## src/rtl/mpc_tg_pkg.sv

```systemverilog
// Traffic generator shared types: channel state, address and data pattern helpers.
package mpc_tg_pkg;

   localparam int unsigned TG_MAX_DATA     = 1024;
   localparam int unsigned TG_MAX_CHANNELS = 8;

   typedef enum logic [2:0] {
      TG_IDLE,
      TG_ISSUE_ST,
      TG_ISSUE_LD,
      TG_WAIT_RSP,
      TG_DONE
   } tg_state_e;

   // Byte address of op i on channel c; caller truncates to the bus width.
   function automatic logic [63:0] tg_addr(input logic [7:0]  c,
                                           input logic [8:0]  i,
                                           input logic [63:0] base,
                                           input logic [63:0] chan_stride,
                                           input logic [63:0] addr_stride);
      return base + 64'(c) * chan_stride + 64'(i) * addr_stride;
   endfunction

   // dw/32 copies of {c, i, addr[15:0]}; caller truncates to dw bits.
   function automatic logic [TG_MAX_DATA-1:0] tg_pattern(input logic [7:0]  c,
                                                         input logic [7:0]  i,
                                                         input logic [15:0] addr,
                                                         input int unsigned dw);
      logic [TG_MAX_DATA-1:0] p;
      p = '0;
      for (int unsigned k = 0; k < TG_MAX_DATA / 32; k++) begin
         if (k < dw / 32) p[k*32 +: 32] = {c, i, addr};
      end
      return p;
   endfunction

endpackage

```

## src/rtl/mpc_types.sv

```systemverilog
// Shared request op encodings for the multi-port cache wrapper.
package mpc_types;

   localparam logic [2:0] MPC_OP_LOAD  = 3'd1;
   localparam logic [2:0] MPC_OP_STORE = 3'd2;

endpackage

```

## src/rtl/mpc_traffic_gen_if.sv

```systemverilog
// Per-channel request/response bus between the traffic generator and the cache wrapper.
interface mpc_traffic_gen_if #(
   parameter int unsigned NumChannels = 3,
   parameter int unsigned OpWidth     = 3,
   parameter int unsigned AddrWidth   = 32,
   parameter int unsigned DataWidth   = 128
);

   logic [NumChannels-1:0]                req_valid;
   logic [NumChannels-1:0]                req_ready;
   logic [NumChannels-1:0][OpWidth-1:0]   req_op;
   logic [NumChannels-1:0][AddrWidth-1:0] req_addr;
   logic [NumChannels-1:0][DataWidth-1:0] req_wdata;
   logic [NumChannels-1:0]                rsp_valid;
   logic [NumChannels-1:0]                rsp_ready;
   logic [NumChannels-1:0][DataWidth-1:0] rsp_rdata;

   modport master (
      output req_valid, req_op, req_addr, req_wdata, rsp_ready,
      input  req_ready, rsp_valid, rsp_rdata
   );

   modport slave (
      input  req_valid, req_op, req_addr, req_wdata, rsp_ready,
      output req_ready, rsp_valid, rsp_rdata
   );

endinterface

```

## src/rtl/mpc_tg_channel.sv

```systemverilog
// One traffic generator channel: store/load sequencer plus load data checker.
// Optional response watchdog enabled by MPC_TG_TIMEOUT_EN.
module mpc_tg_channel
   import mpc_tg_pkg::*;
   import mpc_types::*;
#(
   parameter int unsigned Chan          = 0,
   parameter int unsigned OpWidth       = 3,
   parameter int unsigned AddrWidth     = 32,
   parameter int unsigned DataWidth     = 128,
   parameter int unsigned NumOps        = 16,
   parameter logic [31:0] BaseAddr      = 32'h0000_00A0,
   parameter int unsigned AddrStride    = 16,
   parameter logic [31:0] ChanStride    = 32'h0001_0000,
   parameter int unsigned TimeoutCycles = 1024
) (
   input  logic                 clk,
   input  logic                 rst_n,
   input  logic                 start,
   input  logic                 mode,
   output logic                 req_valid,
   input  logic                 req_ready,
   output logic [OpWidth-1:0]   req_op,
   output logic [AddrWidth-1:0] req_addr,
   output logic [DataWidth-1:0] req_wdata,
   input  logic                 rsp_valid,
   output logic                 rsp_ready,
   input  logic [DataWidth-1:0] rsp_rdata,
   output logic                 err,
   output logic                 done_c
`ifdef MPC_TG_TIMEOUT_EN
   ,
   output logic                 timeout
`endif
);

   localparam int unsigned            IdxW    = $clog2(NumOps) + 1;
   localparam logic [IdxW-1:0]        LastIdx = IdxW'(NumOps - 1);
   localparam logic [OpWidth-1:0]     OpSt    = OpWidth'(MPC_OP_STORE);
   localparam logic [OpWidth-1:0]     OpLd    = OpWidth'(MPC_OP_LOAD);
   localparam logic [AddrWidth-1:0]   Addr0   = AddrWidth'(tg_addr(8'(Chan), 9'd0, 64'(BaseAddr),
                                                                   64'(ChanStride), 64'(AddrStride)));
   localparam logic [DataWidth-1:0]   Pat0    = DataWidth'(tg_pattern(8'(Chan), 8'd0, 16'(Addr0),
                                                                      DataWidth));

   tg_state_e              state;
   logic [IdxW-1:0]        idx;
   logic                   mode_q;
   logic [IdxW-1:0]        nxt_idx;
   logic [15:0]            cur_lo;
   logic [AddrWidth-1:0]   nxt_addr;
   logic [DataWidth-1:0]   nxt_pat;
   logic [DataWidth-1:0]   exp_data;
   logic                   last_c;

   // Address/pattern for the current and the following op index.
   always_comb begin
      nxt_idx  = idx + IdxW'(1);
      cur_lo   = 16'(tg_addr(8'(Chan), 9'(idx), 64'(BaseAddr), 64'(ChanStride), 64'(AddrStride)));
      nxt_addr = AddrWidth'(tg_addr(8'(Chan), 9'(nxt_idx), 64'(BaseAddr), 64'(ChanStride),
                                    64'(AddrStride)));
      exp_data = DataWidth'(tg_pattern(8'(Chan), 8'(idx), cur_lo, DataWidth));
      nxt_pat  = DataWidth'(tg_pattern(8'(Chan), 8'(nxt_idx), 16'(nxt_addr), DataWidth));
   end

   assign last_c = (idx == LastIdx);
   assign done_c = (state == TG_DONE);

`ifdef MPC_TG_TIMEOUT_EN
   localparam int unsigned TmoW = $clog2(TimeoutCycles + 1);
   logic [TmoW-1:0] tmo_cnt;
   logic            tmo_hit_c;

   assign tmo_hit_c = (tmo_cnt == TmoW'(TimeoutCycles - 1));

   // Response watchdog: counts cycles spent waiting for a load response.
   always_ff @(posedge clk or negedge rst_n) begin
      if (!rst_n) begin
         tmo_cnt <= '0;
      end else if (state == TG_WAIT_RSP && !rsp_valid && !tmo_hit_c) begin
         tmo_cnt <= tmo_cnt + TmoW'(1);
      end else begin
         tmo_cnt <= '0;
      end
   end
`else
   logic [31:0] unused_tmo;
   assign unused_tmo = 32'(TimeoutCycles);
`endif

   // Channel sequencer with registered request, checker and error pulse.
   always_ff @(posedge clk or negedge rst_n) begin
      if (!rst_n) begin
         state     <= TG_IDLE;
         idx       <= '0;
         mode_q    <= 1'b0;
         req_valid <= 1'b0;
         req_op    <= '0;
         req_addr  <= '0;
         req_wdata <= '0;
         rsp_ready <= 1'b0;
         err       <= 1'b0;
`ifdef MPC_TG_TIMEOUT_EN
         timeout   <= 1'b0;
`endif
      end else begin
         rsp_ready <= 1'b1;
         err       <= 1'b0;
         case (state)
            TG_IDLE, TG_DONE: begin
               err <= rsp_valid;
               if (start) begin
                  state     <= TG_ISSUE_ST;
                  idx       <= '0;
                  mode_q    <= mode;
                  req_valid <= 1'b1;
                  req_op    <= OpSt;
                  req_addr  <= Addr0;
                  req_wdata <= Pat0;
`ifdef MPC_TG_TIMEOUT_EN
                  timeout   <= 1'b0;
`endif
               end
            end
            TG_ISSUE_ST: begin
               err <= rsp_valid;
               if (req_ready) begin
                  if (!mode_q) begin
                     state     <= TG_ISSUE_LD;
                     req_op    <= OpLd;
                     req_wdata <= '0;
                  end else if (last_c) begin
                     state     <= TG_ISSUE_LD;
                     idx       <= '0;
                     req_op    <= OpLd;
                     req_addr  <= Addr0;
                     req_wdata <= '0;
                  end else begin
                     idx       <= nxt_idx;
                     req_addr  <= nxt_addr;
                     req_wdata <= nxt_pat;
                  end
               end
            end
            TG_ISSUE_LD: begin
               err <= rsp_valid;
               if (req_ready) begin
                  state     <= TG_WAIT_RSP;
                  req_valid <= 1'b0;
               end
            end
            TG_WAIT_RSP: begin
               if (rsp_valid) begin
                  err <= (rsp_rdata != exp_data);
                  if (last_c) begin
                     state <= TG_DONE;
                  end else begin
                     idx       <= nxt_idx;
                     req_valid <= 1'b1;
                     req_addr  <= nxt_addr;
                     if (mode_q) begin
                        state     <= TG_ISSUE_LD;
                        req_op    <= OpLd;
                        req_wdata <= '0;
                     end else begin
                        state     <= TG_ISSUE_ST;
                        req_op    <= OpSt;
                        req_wdata <= nxt_pat;
                     end
                  end
               end
`ifdef MPC_TG_TIMEOUT_EN
               else if (tmo_hit_c) begin
                  err     <= 1'b1;
                  timeout <= 1'b1;
                  state   <= TG_DONE;
               end
`endif
            end
            default: begin
               state     <= TG_IDLE;
               req_valid <= 1'b0;
            end
         endcase
      end
   end

endmodule

```

## src/rtl/mpc_traffic_gen.sv

```systemverilog
// Multi-channel store/load traffic generator and checker for the multi-port cache wrapper.
// Optional per-channel response watchdog and timeout output enabled by MPC_TG_TIMEOUT_EN.
module mpc_traffic_gen
   import mpc_tg_pkg::*;
#(
   parameter int unsigned NumChannels   = 3,
   parameter int unsigned OpWidth       = 3,
   parameter int unsigned AddrWidth     = 32,
   parameter int unsigned DataWidth     = 128,
   parameter int unsigned NumOps        = 16,
   parameter logic [31:0] BaseAddr      = 32'h0000_00A0,
   parameter int unsigned AddrStride    = 16,
   parameter logic [31:0] ChanStride    = 32'h0001_0000,
   parameter int unsigned TimeoutCycles = 1024
) (
   input  logic                   clk,
   input  logic                   rst_n,
   input  logic                   start,
   input  logic                   mode,
   mpc_traffic_gen_if.master      bus,
   output logic                   busy,
   output logic                   done,
   output logic                   pass,
   output logic [15:0]            err_count
`ifdef MPC_TG_TIMEOUT_EN
   ,
   output logic [NumChannels-1:0] timeout
`endif
);

   localparam int unsigned SumW = $clog2(TG_MAX_CHANNELS + 1);

   logic [NumChannels-1:0]                req_valid;
   logic [NumChannels-1:0][OpWidth-1:0]   req_op;
   logic [NumChannels-1:0][AddrWidth-1:0] req_addr;
   logic [NumChannels-1:0][DataWidth-1:0] req_wdata;
   logic [NumChannels-1:0]                rsp_ready;
   logic [NumChannels-1:0]                err_pulse;
   logic [NumChannels-1:0]                chan_done_c;

   logic              start_acc_c;
   logic [SumW-1:0]   err_sum_c;
   logic [16:0]       cnt_sum_c;
   logic [15:0]       cnt_next_c;
   logic              done_next_c;

   for (genvar c = 0; c < NumChannels; c++) begin : g_ch
      mpc_tg_channel #(
         .Chan          (c),
         .OpWidth       (OpWidth),
         .AddrWidth     (AddrWidth),
         .DataWidth     (DataWidth),
         .NumOps        (NumOps),
         .BaseAddr      (BaseAddr),
         .AddrStride    (AddrStride),
         .ChanStride    (ChanStride),
         .TimeoutCycles (TimeoutCycles)
      ) u_ch (
         .clk       (clk),
         .rst_n     (rst_n),
         .start     (start_acc_c),
         .mode      (mode),
         .req_valid (req_valid[c]),
         .req_ready (bus.req_ready[c]),
         .req_op    (req_op[c]),
         .req_addr  (req_addr[c]),
         .req_wdata (req_wdata[c]),
         .rsp_valid (bus.rsp_valid[c]),
         .rsp_ready (rsp_ready[c]),
         .rsp_rdata (bus.rsp_rdata[c]),
         .err       (err_pulse[c]),
         .done_c    (chan_done_c[c])
`ifdef MPC_TG_TIMEOUT_EN
         ,
         .timeout   (timeout[c])
`endif
      );
   end

   assign bus.req_valid = req_valid;
   assign bus.req_op    = req_op;
   assign bus.req_addr  = req_addr;
   assign bus.req_wdata = req_wdata;
   assign bus.rsp_ready = rsp_ready;

   // Start acceptance, per-cycle error total with saturation, and run completion.
   always_comb begin
      start_acc_c = start && !busy;
      err_sum_c   = '0;
      for (int unsigned c = 0; c < NumChannels; c++) begin
         err_sum_c = err_sum_c + SumW'(err_pulse[c]);
      end
      cnt_sum_c   = 17'(err_count) + 17'(err_sum_c);
      if (start_acc_c) begin
         cnt_next_c  = '0;
         done_next_c = 1'b0;
      end else begin
         cnt_next_c  = cnt_sum_c[16] ? 16'hFFFF : cnt_sum_c[15:0];
         done_next_c = done || (busy && (&chan_done_c));
      end
   end

   // Run status registers.
   always_ff @(posedge clk or negedge rst_n) begin
      if (!rst_n) begin
         busy      <= 1'b0;
         done      <= 1'b0;
         pass      <= 1'b0;
         err_count <= '0;
      end else begin
         busy      <= start_acc_c || (busy && !(&chan_done_c));
         done      <= done_next_c;
         pass      <= done_next_c && (cnt_next_c == 16'h0000);
         err_count <= cnt_next_c;
      end
   end

endmodule

```

## src/flat_wrapper.sv

```systemverilog
// flat-port wrapper written by rule: the top's interface ports become plain ports
module mpc_traffic_gen_flat import mpc_tg_pkg::*;
#(
   parameter int unsigned NumChannels   = 3,
   parameter int unsigned OpWidth       = 3,
   parameter int unsigned AddrWidth     = 32,
   parameter int unsigned DataWidth     = 128,
   parameter int unsigned NumOps        = 16,
   parameter logic [31:0] BaseAddr      = 32'h0000_00A0,
   parameter int unsigned AddrStride    = 16,
   parameter logic [31:0] ChanStride    = 32'h0001_0000,
   parameter int unsigned TimeoutCycles = 1024
)
  (clk, rst_n, start, mode, busy, done, pass, err_count, bus_req_valid, bus_req_op, bus_req_addr, bus_req_wdata, bus_rsp_ready, bus_req_ready, bus_rsp_valid, bus_rsp_rdata);
  mpc_traffic_gen_if #(.NumChannels(NumChannels), .OpWidth(OpWidth), .AddrWidth(AddrWidth), .DataWidth(DataWidth)) bus_i ();
  input  logic clk;
  input  logic rst_n;
  input  logic start;
  input  logic mode;
  output logic busy;
  output logic done;
  output logic pass;
  output logic [15:0] err_count;
  output wire logic [$bits(bus_i.req_valid)-1:0] bus_req_valid;
  output wire logic [$bits(bus_i.req_op)-1:0] bus_req_op;
  output wire logic [$bits(bus_i.req_addr)-1:0] bus_req_addr;
  output wire logic [$bits(bus_i.req_wdata)-1:0] bus_req_wdata;
  output wire logic [$bits(bus_i.rsp_ready)-1:0] bus_rsp_ready;
  input wire logic [$bits(bus_i.req_ready)-1:0] bus_req_ready;
  input wire logic [$bits(bus_i.rsp_valid)-1:0] bus_rsp_valid;
  input wire logic [$bits(bus_i.rsp_rdata)-1:0] bus_rsp_rdata;
  assign bus_req_valid = bus_i.req_valid;
  assign bus_req_op = bus_i.req_op;
  assign bus_req_addr = bus_i.req_addr;
  assign bus_req_wdata = bus_i.req_wdata;
  assign bus_rsp_ready = bus_i.rsp_ready;
  assign bus_i.req_ready = bus_req_ready;
  assign bus_i.rsp_valid = bus_rsp_valid;
  assign bus_i.rsp_rdata = bus_rsp_rdata;
  mpc_traffic_gen #(.NumChannels(NumChannels), .OpWidth(OpWidth), .AddrWidth(AddrWidth), .DataWidth(DataWidth), .NumOps(NumOps), .BaseAddr(BaseAddr), .AddrStride(AddrStride), .ChanStride(ChanStride), .TimeoutCycles(TimeoutCycles)) u_core (.clk(clk), .rst_n(rst_n), .start(start), .mode(mode), .bus(bus_i), .busy(busy), .done(done), .pass(pass), .err_count(err_count));
endmodule
```

## config.mk

```make
export PLATFORM = sky130hd
export DESIGN_NAME = mpc_traffic_gen_flat
export DESIGN_NICKNAME = d
export VERILOG_FILES = /design/src/rtl/mpc_tg_pkg.sv /design/src/rtl/mpc_types.sv /design/src/rtl/mpc_traffic_gen_if.sv /design/src/rtl/mpc_tg_channel.sv /design/src/rtl/mpc_traffic_gen.sv /design/src/flat_wrapper.sv
export SDC_FILE = /design/constraint.sdc
export NUM_CORES = 1
export LEC_CHECK = 0
export CELL_PAD_IN_SITES_DETAIL_PLACEMENT = 1
export CELL_PAD_IN_SITES_GLOBAL_PLACEMENT = 1
export CORE_AREA = 10 10 346 348
export DETAILED_ROUTE_END_ITERATION = 16
export DIE_AREA = 0 0 356 358
export PLACE_DENSITY_LB_ADDON = 0.12
export REMOVE_ABC_BUFFERS = 1
export SYNTH_ARGS = -nofsm -noshare
export SYNTH_HDL_FRONTEND = slang
export SYNTH_SLANG_ARGS = --single-unit
export TNS_END_PERCENT = 30
```

## constraint.sdc

```tcl
create_clock -name clk -period 7.75 [get_ports clk]
set_input_delay 2.325 -clock clk [delete_from_list [all_inputs] [get_ports clk]]
set_output_delay 2.325 -clock clk [all_outputs]
set_load 0.02 [all_outputs]
```

==> reports/results.ini, run 1 <==
[detailed_routing]
dr_wl_met2_um=33600
via_per_inst=3.09
drt_iter0_markers=334
routed.top_layer=met5
wl_met1_um=21800
drc=0
ant_nets=0
drt-wirelength-per-cell_um=18.7
drtPass1Iterations=6
wl_met3_um=4480
vias=10100
wirelength_um=60900

[sta]
rsz0062_at_grt=false
worst_pin_slew_ps=1060
fin_ws_ps=3180
setup_tns_ps=0
fmax_ghz=0.219
timing.final.hold_violations=0
period_share_pct=58.9
setup_viol=0
skew_ps=18.6
drv_slew=0
slew_headroom_pct=28.8
period_minus_slack_ps=4570

[critical_path]
required_ps=8090
timing.critical_path.buf_inv=2
endpoint_kind=register
crit_path_max_fanout=14
rr_startpoint=u_core.g_ch[2].u_ch.err
cp_slowest_cell=nor3_1
startpoint_type=input pin
critical_path_arrival_ps=4910
r2r_slack_ps=3700
crit_family=simple AND/OR/NAND/NOR gates
worstPathCellList=clkdlybuf4s50_1 > nand2b_1 > a32oi_1 > o21ai_1 > buf_4 > nor3_1 > a221o_1
reg2reg_depth=10
r2r_end=u_core.pass
critPathKind=in2reg
slowest_delay_ps=660

[yosys]
async_reset_ff_share_pct=100
ys_seq_area_share_pct=25.4
synth_area_leaders=buf_4 31%, dfrtp_1 25%, nor4_1 3.9%, o21ai_0 2.9%, nand2_1 2.8%
ys_warn_count=0
syn_area_mm2=0.0106
yosysMostFrequentCell=buf_4
syn-instance-count=1302
synth-seq-cells=108
yosysTopAreaCell=buf_4
synth_edf_count=0
yosysUniqueCellTypes=74
postSynthAreaPerCell_um2=8.16
ys.flop_type=dfrtp_1
yosysTopAreaCellShare_pct=31.1
synth_common_cells=440 x buf_4, 108 x dfrtp_1, 80 x nand2_1, 66 x nor4_1, 62 x o21ai_0

[place]
dp_slack_ps=2670
io_buffers=584
dp.final_hpwl_um=53900
place.gp.congestion=0.747

[die]
initial_core_util_pct=9.46
fp.coreArea_mm2=0.112
fp.dieH_um=358
row_count=123
dieArea_mm2=0.127
die_x_um=356
num_io_pins=908

[power]
switchingPower_uw=1830
power.share.combinational_pct=59.3
switching_share_pct=49.0
p_per_area_mw_per_mm2=227
power.clock.fraction_pct=13.4
leakage_uw=0.00629
max-vdd-ir-drop_mv=0.102
power_uw=3740
p_seq_share_pct=27.3
p_int_uw=1900

[clock_tree]
clk_pin_slew_worst_paths_ps=100
clkSinkCount=108
cts_max_level=3
cts_tree=done
cts_root_buf=clkbuf_16
cts_buffers=9
post-cts-setup-buffers=0
cts_resized=0
cts_hold_buf=0
clock_latency_ps=400
clockBufferDepth=2

[global_routing]
grt_util_all_layers_pct=8.89
grt_pass1_vias=11300
grt_max_degree=68
grt_antenna_before_repair=9
grt_pass1_wl_um=83200
gr-total-overflow=0

[run]
drv_cap=0

[min_path]
hold_end=u_core.g_ch[2].u_ch.req_addr[17]
holdCritStartpoint=u_core.g_ch[2].u_ch.req_addr[17]
hold_path_depth=1
hold_class=reg2reg

[finish]
nets=2163
drive_above_1_share_pct=2.17
area_growth_pct=54.6

[outcome]
status=finished clean

[cell type report]
cell class / count / area (um2)
Clock inverter: 5 / 45.0
Antenna cell: 1 / 2.50
Sequential cell: 108 / 2700
Fill cell: 13400 / 95900
Inverter: 31 / 116
Timing Repair Buffer: 589 / 5880
Clock buffer: 10 / 239
Multi-Input combinational cell: 1007 / 5570
Tap cell: 1500 / 1880
[kinds of logic (layout without fill, tap and decap cells)]
| logic type | after synthesis | after routing | synth area share (%) |
|---|---|---|---|
| flip-flops | 108 | 108 | 25.4 |
| multiplexers | 16 | 16 | 1.57 |
| other | 2 | 325 | 0.0707 |
| AND/OR/NAND/NOR | 387 | 387 | 20.0 |
| adder cells (fa/ha/maj) | 25 | 25 | 3.04 |
| buffers and inverters | 509 | 635 | 33.6 |
| XOR/XNOR | 38 | 38 | 3.13 |
| AO/OA/AOI/OAI | 217 | 217 | 13.2 |
[state kept, by name, summed over array words and instances (netlist names), 3 cells and up]
signal and flops:
u_core.g_ch.u_ch.mode_q 3, u_core.g_ch.u_ch.state 9, u_core.g_ch.u_ch.req_wdata 32, u_core.g_ch.u_ch.idx 15, u_core.g_ch.u_ch.req_addr 17, u_core.g_ch.u_ch.req_op 6, u_core.g_ch.u_ch.req_valid 3, u_core.g_ch.u_ch.err 3
u_core.err_count 16
[layout by cell type, fill, tap and decap left out, types with 6 or more instances in the layout]
master           count
inv_1               30
mux2i_1             11
dfrtp_1            108
ha_1                21
or4_1               12
conb_1             324
o21a_1               8
a22o_1              10
nor2_1              61
nor3_1              12
o2111ai_1            6
o21ai_0             59
nand2b_1            23
nand4_1             31
xnor2_1             24
xor2_1              14
a21oi_1             54
clkdlybuf4s50_1    583
o21ai_1              7
or3_1               12
nor4b_1             12
nor2b_1              6
nor4_1              66
o31ai_1             13
nand2_1             80
o211ai_1             7
clkbuf_16            9
nand3_1             33
and3_1              15
o22ai_1              6
[per-stage QoR]
step | cells | utilization [%] | instance area (um2) | hold slack (ps)
after floorplan | 1146 | - | 8380 | 533
after global placement | 3235 | 14.4 | 16100 | 467
after global routing | 3251 | 14.6 | 16400 | 508
after detailed placement | 3235 | 14.4 | 16100 | 455
after CTS | 3250 | 14.6 | 16400 | 482
final | 3251 | 14.6 | 16400 | 477
[how the worst max path moves through the flow]
stage                          start                                  to  slack [ps]  depth (start not counted)
floorplan           bus_rsp_valid[2]     u_core.g_ch[2].u_ch.req_addr[7]        3600                          5
CTS                            start          u_core.g_ch[1].u_ch.idx[2]        3100                          6
detailed placement             start          u_core.g_ch[1].u_ch.idx[2]        2670                          6
global route                   start       u_core.g_ch[1].u_ch.req_op[1]        2950                          6
finish                         start  u_core.g_ch[0].u_ch.req_wdata[103]        3180                          7
global placement               start          u_core.g_ch[1].u_ch.idx[2]        2770                          6
[routing by layer]
| metal | global-route usage, % | vias to the layer above |
|---|---|---|
| met5 | 0 | - |
| met4 | 2.07 | 10 |
| met3 | 2.58 | 34 |
| met2 | 17.5 | 456 |
| met1 | 9.04 | 4841 |
| li1 | - | 4709 |
[power groups by stage]
| stage | sequential [uW] | clock [uW] | combinational (uW) |
|---|---|---|---|
| 5_1_grt | 1070 | 558 | 2420 |
| 4_1_cts | 1040 | 537 | 2280 |
| 3_5_place_dp | 1050 | 0 | 2270 |
| 3_3_place_gp | 1050 | 0 | 2270 |
| 2_1_floorplan | 1280 | 0 | 754 |
| 6_report | 1020 | 502 | 2220 |
Power figures use the tool's default switching activity.
==> inputs of run 2 (changes only) <==
--- a/config.mk
+++ b/config.mk
@@ -7,9 +7,9 @@
 export LEC_CHECK = 0
 export CELL_PAD_IN_SITES_DETAIL_PLACEMENT = 1
 export CELL_PAD_IN_SITES_GLOBAL_PLACEMENT = 1
-export CORE_AREA = 10 10 346 348
+export CORE_AREA = 10 10 344 346
 export DETAILED_ROUTE_END_ITERATION = 16
-export DIE_AREA = 0 0 356 358
+export DIE_AREA = 0 0 354 356
 export PLACE_DENSITY_LB_ADDON = 0.12
 export REMOVE_ABC_BUFFERS = 1
 export SYNTH_ARGS = -nofsm -noshare
==> constraint.sdc (replaced) <==
create_clock -name clk -period 4.4 [get_ports clk]
set_input_delay 1.32 -clock clk [delete_from_list [all_inputs] [get_ports clk]]
set_output_delay 1.32 -clock clk [all_outputs]
set_load 0.02 [all_outputs]
==> run 2 against run 1 <==
  * Hold slack improved by 0.60 ps
  * Sequential share of layout area fell by 0.15 points
  * Final area rose by 0.93%
  * Critical path depth rose by 3
  * Global-route usage rose by 0.27 points
  * Largest power group unchanged
  * Count of clock-buffer cells in the layout fell by 1
  * Combinational power rose by 78%
  * Total power rose by 79%
  * Setup slack got worse by 2400 ps
  * Critical path type is now reg2reg
==> reports/results.ini, run 2 (synthesis gave the netlist of run 1 again) <==
[outcome]
status=finished clean

[finish]
layout_common_cells=583 x clkdlybuf4s50_1, 324 x conb_1, 108 x dfrtp_1
largestRegisters=u_core.g_ch.u_ch.req_wdata: 32 flops, u_core.g_ch.u_ch.req_addr: 17 flops, u_core.err_count: 16 flops
drive_above_1_share_pct=2.89  ; +0.72 points
fill_cells=13300  ; -0.93%
area_growth_pct=56.1
finish.utilization_pct=14.9  ; +0.24 points
multi_input_area_mm2=0.00557  ; unchanged
regArea_mm2=0.00270  ; unchanged
largest_register_ffs=32  ; unchanged
final_common_cell=clkdlybuf4s50_1
nets=2175  ; +0.55%
top_register=u_core.g_ch.u_ch.req_wdata

[power]
p_per_area_mw_per_mm2=404  ; +78%
power_uw=6700  ; +79%
max-vdd-ir-drop_mv=0.183  ; +81%
leakage_uw=0.00637  ; +1.3%

[detailed_routing]
wirelength_um=61700  ; +1.3%
via_per_inst=3.09  ; about the same
drt-wirelength-per-cell_um=18.9  ; +0.73%
vias=10100  ; +0.50%
ant_nets=0  ; unchanged
drtPass1Iterations=5  ; -1
drt_iter0_markers=375  ; +12%
drc=0  ; unchanged

[die]
initial_core_util_pct=9.53  ; +0.065 points
dieArea_mm2=0.126  ; -1.1%
die_x_um=354  ; -0.56%
fp.coreArea_mm2=0.112  ; -0.68%
row_count=123  ; unchanged
fp.dieH_um=356  ; -0.56%
num_io_pins=908  ; unchanged

[critical_path]
crit_path_start=u_core.g_ch[2].u_ch.err
crit_path_max_fanout=6  ; -8
endpoint_kind=register
cp_slowest_cell=a2111oi_0
slowest_delay_ps=560  ; -100 ps
crit_top_cell=fa_1
timing.critical_path.buf_inv=1  ; -1
crit_family=adder cells
required_ps=4710  ; -3380 ps
startpoint_type=register
rr_startpoint=u_core.g_ch[2].u_ch.err
critPathKind=reg2reg
worstPathCellList=fa_1 > ha_1 > inv_1 > fa_1 > nand2b_1 > a2111oi_0 > mux2i_1 > o2111ai_1 > or4_1 > nor4_2
critical_path_arrival_ps=3940  ; -970 ps

[global_routing]
grt_pass1_wl_um=85700  ; +3.1%
grt_max_degree=70  ; +2.9%
grt_antenna_before_repair=15  ; +6
grt_util_all_layers_pct=9.16  ; +0.27 points
gr-total-overflow=0  ; unchanged
grt_pass1_vias=11600  ; +2.6%

[place]
dp.final_hpwl_um=54600  ; +1.2%
place.gp.congestion=0.758  ; +1.5%
io_buffers=584  ; unchanged

[sta]
setup_viol=0  ; unchanged
worst_pin_slew_ps=1250  ; +188 ps
period_share_pct=82.6
fmax_ghz=0.275
rsz0062_at_grt=false
skew_ps=20.0  ; +1.38 ps
period_minus_slack_ps=3630
setup_tns_ps=0  ; unchanged
drv_slew=0  ; unchanged
slew_headroom_pct=16.2  ; -13 points
timing.final.hold_violations=0  ; unchanged

[clock_tree]
cts_buffers=9  ; unchanged
cts_root_buf=clkbuf_16
cts_tree=done
clk_pin_slew_worst_paths_ps=110  ; about the same
cts_max_level=3  ; unchanged
clkSinkCount=108  ; unchanged
cts_hold_buf=0  ; unchanged
clockBufferDepth=2  ; unchanged
cts_resized=0  ; unchanged
clock_latency_ps=410  ; about the same
post-cts-setup-buffers=0  ; unchanged

[min_path]
holdCritStartpoint=u_core.g_ch[2].u_ch.req_addr[17]
hold_class=reg2reg

[run]
drv_cap=0  ; unchanged

==> run 2: changes by cell type in the layout (fill, tap and decap cells not counted), sizes merged <==
cell | previous run | this run
buf | 6 | 18
diode | 1 | 5
clkinv | 2 | 4
clkbuf | 10 | 9
clkinvlp | 1 | 0
inv | 33 | 34
==> run 2: report_power, final <==
group	total (uW)	leakage (uW)	switching, uW	internal, uW
Clock	941	0.000157	522	419
Sequential	1800	0.00136	529	1270
Combinational	3960	0.00485	2260	1700
==> run 2: stage by stage <==
stage	instances	instance area, um2	hold slack, ps	worst slack [ps]
3_5_place_dp	3247	16200	455	413
6_report	3268	16600	477	766
5_1_grt	3267	16600	520	526
2_1_floorplan	1146	8380	533	1070
3_3_place_gp	3247	16200	456	459
4_1_cts	3263	16600	484	770
==> run 2: final timing paths <==
path	endpoint	slack, ps	depth (start not counted)
min in group asynchronous	u_core.g_ch[2].u_ch.req_wdata[104]	970	1
hold / removal	u_core.g_ch[2].u_ch.req_addr[17]	480	1
hold reg to reg	u_core.g_ch[2].u_ch.req_addr[17]	480	1
max in group asynchronous	u_core.g_ch[0].u_ch.req_wdata[112]	2650	2
setup / recovery	u_core.pass	770	10
setup reg to reg	u_core.pass	770	10
==> run 2: final cells by class <==
class | count | share of cell area (%)
clock buffer | 9 | 1.36
antenna | 5 | 0.0754
clock inverter | 7 | 0.596
multi-input combinational | 1007 | 33.6
inverter | 31 | 0.702
tap | 1500 | 11.3
timing repair buffer | 601 | 36.1
sequential | 108 | 16.3
==> run 2: layer usage <==
metal	share of wire [%]	track usage [%]	vias up
met1	36	9.47	4865
met4	1.0	1.81	14
met5	0.15	0	-
li1	-	-	4739
met3	7.8	3.05	34
met2	55	17.7	448
==> RTL edit 1: new RTL, config.mk and constraints of run 1 <==
`NumOps` is set to 16 in 3 places; all go to 8.
--- a/src/rtl/mpc_tg_channel.sv
+++ b/src/rtl/mpc_tg_channel.sv
@@ -8,7 +8,7 @@
    parameter int unsigned OpWidth       = 3,
    parameter int unsigned AddrWidth     = 32,
    parameter int unsigned DataWidth     = 128,
-   parameter int unsigned NumOps        = 16,
+   parameter int unsigned NumOps        = 8,
    parameter logic [31:0] BaseAddr      = 32'h0000_00A0,
    parameter int unsigned AddrStride    = 16,
    parameter logic [31:0] ChanStride    = 32'h0001_0000,
--- a/src/rtl/mpc_traffic_gen.sv
+++ b/src/rtl/mpc_traffic_gen.sv
@@ -7,7 +7,7 @@
    parameter int unsigned OpWidth       = 3,
    parameter int unsigned AddrWidth     = 32,
    parameter int unsigned DataWidth     = 128,
-   parameter int unsigned NumOps        = 16,
+   parameter int unsigned NumOps        = 8,
    parameter logic [31:0] BaseAddr      = 32'h0000_00A0,
    parameter int unsigned AddrStride    = 16,
    parameter logic [31:0] ChanStride    = 32'h0001_0000,
--- a/src/flat_wrapper.sv
+++ b/src/flat_wrapper.sv
@@ -5,7 +5,7 @@
    parameter int unsigned OpWidth       = 3,
    parameter int unsigned AddrWidth     = 32,
    parameter int unsigned DataWidth     = 128,
-   parameter int unsigned NumOps        = 16,
+   parameter int unsigned NumOps        = 8,
    parameter logic [31:0] BaseAddr      = 32'h0000_00A0,
    parameter int unsigned AddrStride    = 16,
    parameter logic [31:0] ChanStride    = 32'h0001_0000,
Function: not settled (the Yosys comparison gave no result); the edit may change what the design does.
==> RTL edit 1 against run 1 <==
Synthesized area fell by 8.8%. Largest power group unchanged. Synthesized cell count fell by 8.4%. Sequential cell count fell by 12. Cell area fell by 6.6%. Total power rose by 5.7%. Critical endpoint is now u_core.g_ch[2].u_ch.err$_DFF_PN0_. Clock skew fell by 0.0072 ns. Critical path type unchanged. Worst setup slack got worse by 0.19 ns. Via count fell by 8.7%. Routed wire length fell by 2.3%.
==> RTL edit 1: results (changes against run 1) <==
| Metric | Value |
|---|---|
| Fin crit share | `0.614 (+0.0245)` |
| FF-to-FF setup slack | `3.65 ns (-0.05 ns)` |
| Clock skew | `0.0114 ns (-0.00717 ns)` |
| Adder-Cell Fraction of Synth Area | `0.0235 (-0.00689)` |
| Critical-path top delay cell | `nor4_1` |
| Synth Area in Compound Gates | `0.121 (-0.0110)` |
| Yosys cell types | `59 (-20%)` |
| Power Density | `257 nW/um^2 (+13%)` |
| Finished Layout Cells | `3143 (-3.3%)` |
| Mux cell area share after synthesis | `0.0146 (-0.00108)` |
| Largest net degree at the start of global routing | `51 (-25%)` |
| DP HPWL | `53.0 mm (-1.6%)` |
| Biggest regs | `u_core.g_ch.u_ch.req_wdata x26, u_core.err_count x16, u_core.g_ch.u_ch.req_addr x14` |
| Non-Clock Buffer Area Fraction | `0.366 (+0.00780)` |
| Vias per cell | `2.92 (-5.6%)` |
| CP max stage delay | `0.59 ns (-0.07 ns)` |
| Run status | `finished, final reports clean` |
| XOR/XNOR share of the synthesized area | `0.0244 (-0.00693)` |
| Cell count after synthesis | `1193 (-8.4%)` |
| Vias in the first global route | `10437 (-7.3%)` |
| Share of cells above drive strength 1 | `0.0232 (+0.00144)` |
| # diodes | `2 (+1)` |
| Buffers added on ports | `557 (-4.6%)` |
| Pleak | `0.00586 uW (-6.8%)` |
| GPL Wtd Cong | `0.740 (-0.83%)` |
| Final #Nets | `2047 (-5.4%)` |
| Worst VDD drop | `0.115 mV (+13%)` |
| Internal power | `2020 uW (+5.9%)` |
| P_clk | `558 uW (+11%)` |
| Hold_ws | `0.469 ns (-0.00758 ns)` |
[RTL edit 1: cell count changes in the layout (fill, tap and decap cells not counted), moves of 9 or more]
cell	run 1	this run
nor2_1	61	48
conb_1	324	351
clkdlybuf4s50_1	583	556
xnor2_1	24	10
inv_1	30	18
nand2b_1	23	8
or3_1	12	3
dfrtp_1	108	96
a31oi_1	3	15
nand3_1	33	15
a21oi_1	54	36
[RTL edit 1: critical path, delay by kind of cell]
| kind | cells | cell delay, ns |
|---|---|---|
| buffers and inverters | 1 | 0.51 |
| AND/OR/NAND/NOR | 6 | 2.19 |
[RTL edit 1: metal layers]
metal | routed length, um | up-vias | global-route usage
li1 | - | 4284 | -
met1 | 21700 | 4385 | 0.0883
met2 | 32100 | 481 | 0.165
met3 | 5060 | 23 | 0.0301
met4 | 610 | 0 | 0.0174
met5 | 0 | - | 0
==> RTL edit 2: new RTL, settings of run 1 <==
Made on the original files. Put one more register stage on the output `err_count`. The value now appears one clock later. The other outputs are not delayed to match.
--- a/src/rtl/mpc_traffic_gen.sv
+++ b/src/rtl/mpc_traffic_gen.sv
@@ -29,6 +29,8 @@
 );
 
    localparam int unsigned SumW = $clog2(TG_MAX_CHANNELS + 1);
+
+   logic [15:0] err_count_s0;
 
    logic [NumChannels-1:0]                req_valid;
    logic [NumChannels-1:0][OpWidth-1:0]   req_op;
@@ -90,7 +92,7 @@
       for (int unsigned c = 0; c < NumChannels; c++) begin
          err_sum_c = err_sum_c + SumW'(err_pulse[c]);
       end
-      cnt_sum_c   = 17'(err_count) + 17'(err_sum_c);
+      cnt_sum_c   = 17'(err_count_s0) + 17'(err_sum_c);
       if (start_acc_c) begin
          cnt_next_c  = '0;
          done_next_c = 1'b0;
@@ -106,13 +108,17 @@
          busy      <= 1'b0;
          done      <= 1'b0;
          pass      <= 1'b0;
-         err_count <= '0;
+         err_count_s0 <= '0;
       end else begin
          busy      <= start_acc_c || (busy && !(&chan_done_c));
          done      <= done_next_c;
          pass      <= done_next_c && (cnt_next_c == 16'h0000);
-         err_count <= cnt_next_c;
+         err_count_s0 <= cnt_next_c;
       end
+   end
+
+   always_ff @(posedge clk) begin
+      err_count <= err_count_s0;
    end
 
 endmodule
Function: not settled (the Yosys comparison gave no result); the edit may change what the design does.
==> RTL edit 2 against run 1 <==
Critical path depth unchanged. Sequential cell count up 16. Routed wire length up 3.4%. Sequential power up 20%. Worst setup slack better by 0.22 ns. Combinational power up 17%. Cell area up 2.6%. Synthesized area up 0.92%. Total power up 24%. Critical endpoint is now u_core.g_ch[0].u_ch.idx[2]$_DFFE_PN0P_. Largest cell class unchanged. Largest power group unchanged.
==> RTL edit 2: results (changes against run 1) <==
| Metric | Value |
|---|---|
| Iter 0 DRT Violations | `437 (+31%)` |
| DR WL met2 | `33.1 mm (-1.6%)` |
| Reg-to-reg startpoint | `u_core.g_ch[1].u_ch.err$_DFF_PN0_` |
| Post-place instance area | `16300 sq um (+0.87%)` |
| TritonCTS buffer count | `17 (+8)` |
| XOR/XNOR share of the synthesized area | `0.0286 (-0.00273)` |
| Bufs w/o clock | `588 (-0.17%)` |
| Mux cell area share after synthesis | `0.00607 (-0.00959)` |
| Vias in the first global route | `11242 (-0.16%)` |
| Hold_ws | `0.397 ns (-0.0800 ns)` |
| Clock network share of area | `0.0336 (+0.0163)` |
| Biggest regs | `u_core.g_ch.u_ch.req_wdata x32, u_core.g_ch.u_ch.req_addr x17` |
| Critical path destination | `u_core.g_ch[0].u_ch.idx[2]$_DFFE_PN0P_` |
| Largest net degree at the start of global routing | `56 (-18%)` |
| CTS H-tree depth | `4 (+1)` |
| Hold_sp | `u_core.err_count_s0[0]$_DFF_PN0_` |
| Grt met3 use | `0.0302 (+0.00436)` |
| Met1 Use GR | `0.101 (+0.0104)` |
| Seq/Total Area, Yosys | `0.282 (+0.0276)` |
| Arr. time, crit path | `4.73 ns (-0.18 ns)` |
| Max-slew headroom | `0.301 (+0.0126)` |
| GRT met2 Usage | `0.173 (-0.00203)` |
| Vias per cell | `3.08 (-0.21%)` |
| Logic inverters | `25 (-19%)` |
| Comb power | `2600 uW (+17%)` |
| Flops & latches, synth | `124 (+15%)` |
| Synth Area in Compound Gates | `0.127 (-0.00458)` |
| Power Density | `276 nW/um^2 (+21%)` |
| GPL Wtd Cong | `0.737 (-1.3%)` |
| Synth area leaders | `buf_4 (31%), dfrtp_1 (25%), nor4_1 (4.4%)` |
| Clk_lat worst skew | `0.47 ns (+0.07 ns)` |
| # diodes | `2 (+1)` |
| Async SR Flop Fraction | `0.871 (-0.129)` |
| Layout overhead on the synthesized area | `57.2%` |
| FF/Latch Area | `3020 sq um (+12%)` |
| Pleak | `0.00649 uW (+3.2%)` |
| Area of the multi-input gates | `5420 sq um (-2.7%)` |
| Cell count after synthesis | `1287 (-1.2%)` |
| GR Util All Layers | `0.0927 (+0.00381)` |
| DP HPWL | `55.0 mm (+2.0%)` |
| NetSw | `2190 uW (+20%)` |
| Clk pin slew, worst setup/hold paths | `0.06 ns (-0.04 ns)` |
| P_seq | `1220 uW (+20%)` |
| Finished Layout Cells | `3263 (+0.37%)` |
| # clk buffers | `24 (+14)` |
| Run status | `finished, final reports clean` |
| Final #Nets | `2165 (+0.092%)` |
| Placed insts | `3229 (-0.19%)` |
| WL final | `63.0 mm (+3.4%)` |
| Top post-synthesis cells by count | `buf_4 (440), dfrtp_1 (108), nand2_1 (75), nor4_1 (75), o21ai_0 (69)` |
| Non-Clock Buffer Area Fraction | `0.349 (-0.00948)` |
| Clock skew | `0.0140 ns (-0.00462 ns)` |
==> RTL edit 2: changes by cell type in the layout (fill, tap and decap cells not counted), moves of 6 or more <==
| cell | run 1 | this run |
|---|---|---|
| a21oi_1 | 54 | 42 |
| a22o_1 | 10 | 20 |
| a31oi_1 | 3 | 14 |
| clkbuf_16 | 9 | 17 |
| dfxtp_1 | 0 | 16 |
| mux2i_1 | 11 | 2 |
| nand2b_1 | 23 | 13 |
| nor2b_1 | 6 | 14 |
| nor4_1 | 66 | 75 |
| o21ai_0 | 59 | 69 |
| o21ai_1 | 7 | 1 |
| o31ai_1 | 13 | 4 |
| or4_1 | 12 | 6 |
| xnor2_1 | 24 | 18 |
==> RTL edit 2: worst max-delay path: stages <==
cell and delay, ns:
clkdlybuf4s50_1 0.44, nand2b_1 0.47, nor3_2 0.19, nor2_1 0.77, a21o_1 0.30, o21ai_0 0.13, o21ai_0 0.10
